$ cat src/rtl/ipad_event_arb.sv
// ipad_event_arb
// Synchronises and debounces a bank of IPAD input levels, turns every accepted
// level change into an event, and shares the pending events of all pads on one
// valid/ready port through a round-robin arbiter. A sticky flag records events
// that were merged because a pad changed again before its event was delivered.
module ipad_event_arb #(
    parameter int N_PADS      = 4,
    parameter int SYNC_STAGES = 2,
    parameter int DEBOUNCE    = 3
) (
    input  logic                      clk,
    input  logic                      rst_n,
    input  logic [N_PADS-1:0]         pad_in,
    input  logic [N_PADS-1:0]         enable_mask,
    output logic                      evt_valid,
    input  logic                      evt_ready,
    output logic [$clog2(N_PADS)-1:0] evt_idx,
    output logic                      evt_level,
    output logic [N_PADS-1:0]         pad_state,
    output logic                      overflow,
    input  logic                      overflow_clr
);

    localparam int IW = $clog2(N_PADS);
    localparam int CW = $clog2(DEBOUNCE + 1);

    // Counter value on which a still-disagreeing level is accepted.
    localparam logic [CW-1:0] CNT_LAST = CW'(DEBOUNCE - 1);
    // Pointer reset value: the scan then starts at pad 0.
    localparam logic [IW-1:0] IDX_LAST = IW'(N_PADS - 1);

    // Index 'step' positions after 'base', wrapping modulo N_PADS.
    function automatic logic [IW-1:0] rr_index(input logic [IW-1:0] base, input int step);
        int sum;
        sum = int'(base) + step;
        return (sum >= N_PADS) ? IW'(sum - N_PADS) : IW'(sum);
    endfunction

    // ------------------------------------------------------------------
    // Synchroniser and debounce
    // ------------------------------------------------------------------
    logic [N_PADS-1:0] sync_r [SYNC_STAGES];
    logic [N_PADS-1:0] sync_s;
    logic [CW-1:0]     cnt_r  [N_PADS];
    logic [N_PADS-1:0] stable_r;
    logic [N_PADS-1:0] change_s;
    logic [N_PADS-1:0] stable_next_s;

    // Shift the asynchronous pad levels through the synchroniser chain.
    always_ff @(posedge clk or negedge rst_n) begin
        if (!rst_n) begin
            for (int s = 0; s < SYNC_STAGES; s++) begin
                sync_r[s] <= '0;
            end
        end else begin
            sync_r[0] <= pad_in;
            for (int s = 1; s < SYNC_STAGES; s++) begin
                sync_r[s] <= sync_r[s-1];
            end
        end
    end

    assign sync_s = sync_r[SYNC_STAGES-1];

    // A pad changes when it has disagreed with its stable level long enough.
    always_comb begin
        change_s = '0;
        for (int i = 0; i < N_PADS; i++) begin
            change_s[i] = (sync_s[i] != stable_r[i]) && (cnt_r[i] == CNT_LAST);
        end
    end

    // The capture path needs the level as it will be after this edge.
    assign stable_next_s = stable_r ^ change_s;

    // Count disagreement cycles; toggle the stable level on acceptance.
    always_ff @(posedge clk or negedge rst_n) begin
        if (!rst_n) begin
            stable_r <= '0;
            for (int i = 0; i < N_PADS; i++) begin
                cnt_r[i] <= '0;
            end
        end else begin
            stable_r <= stable_next_s;
            for (int i = 0; i < N_PADS; i++) begin
                if ((sync_s[i] == stable_r[i]) || change_s[i]) begin
                    cnt_r[i] <= '0;
                end else begin
                    cnt_r[i] <= cnt_r[i] + CW'(1);
                end
            end
        end
    end

    // ------------------------------------------------------------------
    // Pending events and round-robin arbitration
    // ------------------------------------------------------------------
    logic [N_PADS-1:0] pending_r;
    logic [N_PADS-1:0] pending_next_s;
    logic [IW-1:0]     last_r;
    logic [IW-1:0]     cand_s;
    logic              hit_s;
    logic              grant_found_s;
    logic [IW-1:0]     grant_idx_s;
    logic              out_free_s;
    logic              capture_s;
    logic              ovf_set_s;
    logic              overflow_r;
    logic              evt_valid_r;
    logic [IW-1:0]     evt_idx_r;
    logic              evt_level_r;

    // Find the first pending pad after the most recent grant.
    always_comb begin
        grant_found_s = 1'b0;
        grant_idx_s   = '0;
        cand_s        = '0;
        hit_s         = 1'b0;
        for (int k = 1; k <= N_PADS; k++) begin
            cand_s        = rr_index(last_r, k);
            hit_s         = !grant_found_s && pending_r[cand_s];
            grant_idx_s   = hit_s ? cand_s : grant_idx_s;
            grant_found_s = grant_found_s | hit_s;
        end
    end

    // The output register can take a new event when empty or being drained.
    assign out_free_s = !evt_valid_r || evt_ready;
    assign capture_s  = out_free_s && grant_found_s;

    // Next pending set; a change on a pad that still has an undelivered event
    // (and is not being captured right now) means an event is merged away.
    always_comb begin
        pending_next_s = '0;
        ovf_set_s      = 1'b0;
        for (int i = 0; i < N_PADS; i++) begin
            logic cap_v;
            cap_v             = capture_s && (grant_idx_s == IW'(i));
            ovf_set_s         = ovf_set_s | (change_s[i] & enable_mask[i] & pending_r[i] & !cap_v);
            pending_next_s[i] = enable_mask[i] & ((pending_r[i] & !cap_v) | change_s[i]);
        end
    end

    // Pending bits and the sticky overflow flag (a new loss beats a clear).
    always_ff @(posedge clk or negedge rst_n) begin
        if (!rst_n) begin
            pending_r  <= '0;
            overflow_r <= 1'b0;
        end else begin
            pending_r <= pending_next_s;
            if (ovf_set_s) begin
                overflow_r <= 1'b1;
            end else if (overflow_clr) begin
                overflow_r <= 1'b0;
            end else begin
                overflow_r <= overflow_r;
            end
        end
    end

    // Output event register and round-robin pointer; frozen while stalled.
    always_ff @(posedge clk or negedge rst_n) begin
        if (!rst_n) begin
            evt_valid_r <= 1'b0;
            evt_idx_r   <= '0;
            evt_level_r <= 1'b0;
            last_r      <= IDX_LAST;
        end else if (capture_s) begin
            evt_valid_r <= 1'b1;
            evt_idx_r   <= grant_idx_s;
            evt_level_r <= stable_next_s[grant_idx_s];
            last_r      <= grant_idx_s;
        end else if (out_free_s) begin
            evt_valid_r <= 1'b0;
        end else begin
            evt_valid_r <= evt_valid_r;
        end
    end

    assign evt_valid = evt_valid_r;
    assign evt_idx   = evt_idx_r;
    assign evt_level = evt_level_r;
    assign pad_state = stable_r;
    assign overflow  = overflow_r;

endmodule
$ cat config.mk
export PLATFORM = sky130hd
export DESIGN_NAME = ipad_event_arb
export DESIGN_NICKNAME = d
export VERILOG_FILES = /design/src/rtl/ipad_event_arb.sv
export SDC_FILE = /design/constraint.sdc
export NUM_CORES = 1
export LEC_CHECK = 0
export CAP_MARGIN = 20
export CORE_ASPECT_RATIO = 0.6
export CORE_MARGIN = 8
export CORE_UTILIZATION = 46
export DETAILED_ROUTE_END_ITERATION = 7
export PLACE_DENSITY_LB_ADDON = 0.1
export RECOVER_POWER = 50
export SYNTH_ARGS = -nofsm -noshare
export SYNTH_HDL_FRONTEND = slang
export SYNTH_SLANG_ARGS = --single-unit
$ cat constraint.sdc
create_clock -name clk -period 1.7 [get_ports clk]
set_input_delay 0.17 -clock clk [delete_from_list [all_inputs] [get_ports clk]]
set_output_delay 0.17 -clock clk [all_outputs]
set_load 0.01 [all_outputs]
==> key figures <==
Worst setup path
  • CP Capture Type: register
  • Largest delay share family, worst path: flip-flops
  • Worst Setup Start Kind: register
  • CP Launch Point: last_r[1]$_DFFE_PN1P_
  • R2r startpoint: last_r[1]$_DFFE_PN1P_
  • Worst Reg-to-Reg Cells: 6
  • Crit path buffers/inverters: 0
  • Worst reg2reg setup slack: -0.08 ns
  • Worst R2R End: overflow$_DFFE_PN0P_
  • Largest stage delay, worst path: 0.57 ns
  • Critical path type: reg -> reg
  • Crit path cell chain: mux2i_1 -> o22ai_2 -> or3_4 -> o21ai_4 -> a2bb2oi_2 -> o211ai_1
  • Crit path DAT: 1.92 ns
  • Required @ worst endpoint: 1.85 ns
  • Critical path peak fanout: 4
  • CP max stage cell: dfstp_2

Layout
  • Share of cells above drive strength 1: 0.2774
  • Synth-to-Final Area Change: 37.50%
  • Post-route core utilization: 0.6497
  • Final instance area: 0.001817 sq mm
  • N_diodes: 0
  • Fin nets: 170

Synth
  • Syn Nets: 127
  • Commonest cells post-synth: 29 x dfrtp_1, 10 x nor3_1, 9 x nand2_1, 8 x inv_1
  • Synth area leader: dfrtp_1
  • Top-area cell type share of the netlist area: 0.5492
  • Number of synthesized flops with an enable pin: 0
  • Sequential-to-total area share from yosys stat: 0.5890
  • Yosys cell types: 33
  • Leading cell types by total area after synthesis: dfrtp_1 55%, dfstp_2 4.0%, ha_1 3.8%
  • Synthesis warning total: 0
  • Asr flop ratio synth: 1.000
  • Mapped Cells: 111
  • Top FF cell, synth: dfrtp_1
  • Most common cell in the netlist: dfrtp_1
  • Synthesized flop and latch total: 31
  • Synth Area per Inst: 11.90 sq um
  • Cell area after synthesis: 0.001321 sq mm

Route
  • 1st-pass router iterations: 4
  • Via Count: 1003
  • DRT Wirelength: 2796 um
  • Routed Antenna Nets: 0
  • First DRT Iteration DRCs: 53
  • Remaining DRCs: 0
  • Wirelength per Cell: 14.79 um
  • Via/cell ratio: 5.307

Timing
  • RSZ-0062 raised after global routing: true
  • Final worst-path cycle share: 1.046
  • Final setup skew: 0.008984 ns
  • Actual slew at the worst max-slew pin: 0.7330 ns
  • Max Freq: 0.5626 GHz
  • Normalized max-slew margin: 0.5113
  • Setup_tns: -0.1486 ns
  • Max Transition Viols Final: 0
  • Min Clock Period, post-route: 1.777 ns
  • Final Hold Viols: 0
  • Final-report setup violation count: 3
  • Worst setup margin: -0.07748 ns

Job
  • Max-Cap Viols: 0

Global routing
  • First-pass GRT wire length: 4581 um
  • Gr usage total: 0.1223
  • Antenna violations before repair: 0
  • Largest net degree at the start of global routing: 32
  • GR Overflow Total: 0
  • Vias in the first global route: 1020

Place
  • Placement-stage cell area: 0.001658 sq mm
  • Placer Congestion: 0.8287
  • Dpl hpwl: 2089 um
  • Dpl ws: -0.1418 ns
  • Port-buffer cells: 20

Clock tree
  • Clk root buf: clkbuf_8
  • Clk buf depth: 2
  • CTS Buf Count: 5
  • CTS clock-pin slew for the worst setup and hold paths: 0.07 ns
  • H-tree depth: 2
  • # hold bufs at CTS: 0
  • Clk Latency, worst-skew pair: 0.28 ns
  • CTS tree: built
  • Clk sinks: 31

Hold path
  • Hold_sp: sync_r[4]$_DFF_PN0_
  • Worst-case hold path end point: sync_s[0]$_DFF_PN0_
  • Worst Hold Depth: 0
  • Type of the worst min-delay path: reg -> reg

Floorplan
  • Row count: 15
  • Core Box Area: 0.002796 sq mm
  • Die Wd: 85.19 um
  • IO Pins: 21
  • Die Ht: 57.52 um
  • Die area: 0.004900 sq mm
  • Starting Density: 0.4725

Status
  • Failing checks: setup timing
  • Status: finished with violations

Power
  • Cell leakage power: 0.7908 nW
  • Maximum VDD drop: 738.3 uV
  • Total power: 3.041 mW
  • Power Dens Cells: 1674 mW/mm^2
==> state kept, by name, summed over array words and instances (netlist names) <==
register,count
cnt_r,8
pad_state,4
pending_r,4
sync_r,4
sync_s,4
evt_idx,2
last_r,2
evt_level,1
evt_valid,1
overflow,1
==> cell families (layout without fill, tap and decap cells) <==
| logic type | count (synthesis) | count (layout) | synth area share |
|---|---|---|---|
| flops | 31 | 31 | 0.5890 |
| buf+inv | 8 | 52 | 0.02273 |
| mux | 7 | 7 | 0.05682 |
| xor+xnor | 6 | 6 | 0.03977 |
| fa+ha+maj | 4 | 4 | 0.03788 |
| simple gates | 34 | 34 | 0.1345 |
| compound gates | 21 | 21 | 0.1193 |
==> layer usage <==
layer	vias to the layer above	global-route usage	part of all wire
li1	476	-	-
met1	508	0.1373	0.47
met2	17	0.1936	0.48
met3	2	0.06009	0.042
met4	0	0.05276	0.0032
met5	-	0	0
==> where the power goes <==
| group | leakage [nW] | switching, mW | total [mW] | internal, mW |
|---|---|---|---|---|
| sequential | 0.383 | 0.175 | 1.16 | 0.984 |
| clock | 0.0422 | 0.252 | 0.539 | 0.286 |
| combinational | 0.366 | 0.624 | 1.34 | 0.720 |
==> area by class of cell <==
cell class | instances | area (sq um)
Inverter | 8 | 30.03
Fill cell | 232 | 979.7
Sequential cell | 31 | 779.5
Clock inverter | 1 | 5.005
Multi-Input combinational cell | 72 | 561.8
Timing Repair Buffer | 36 | 321.6
Clock buffer | 7 | 76.32
Tap cell | 34 | 42.54
==> how the worst max path moves through the flow <==
stage          cells past startpoint                    end
4_1_cts                            6  evt_level$_DFFE_PN0P_
3_3_place_gp                       7   overflow$_DFFE_PN0P_
3_5_place_dp                       6  evt_level$_DFFE_PN0P_
5_1_grt                            7   overflow$_DFFE_PN0P_
6_report                           6   overflow$_DFFE_PN0P_
2_1_floorplan                      6  evt_level$_DFFE_PN0P_
==> metrics by stage <==
stage | cells | hold slack (ns)
after global routing | 189 | 0.3539
after CTS | 187 | 0.2831
after floorplan | 111 | -0.1256
final | 189 | 0.3493
after global placement | 177 | 0.3329
after detailed placement | 177 | 0.3347
==> placed cells by master, fill, tap and decap left out, types with 2 or more instances in the layout <==
master and instances:
a21oi_1 3, a31o_2 2, buf_4 14, clkbuf_1 2, clkbuf_8 5, clkdlybuf4s50_1 15, dfrtp_1 28, dfstp_2 2
dlygate4sd3_1 5, ha_1 4, inv_1 8, mux2_2 4, mux2i_1 3, nand2_1 9, nand2b_1 2, nand3_1 2
nor2_1 3, nor3_1 9, o21a_1 2, o21ai_0 2, o21ai_2 2, xnor2_1 4, xor2_1 2
==> timing repair <==
action | in CTS | in global routing
buffers inserted | 2 | 2
gates resized for setup | 2 | 10
endpoints found under the setup margin | 3 | 6
endpoints found under the hold margin | 0 | 0
pin swaps | 1 | 5
Power figures use the tool's default switching activity.
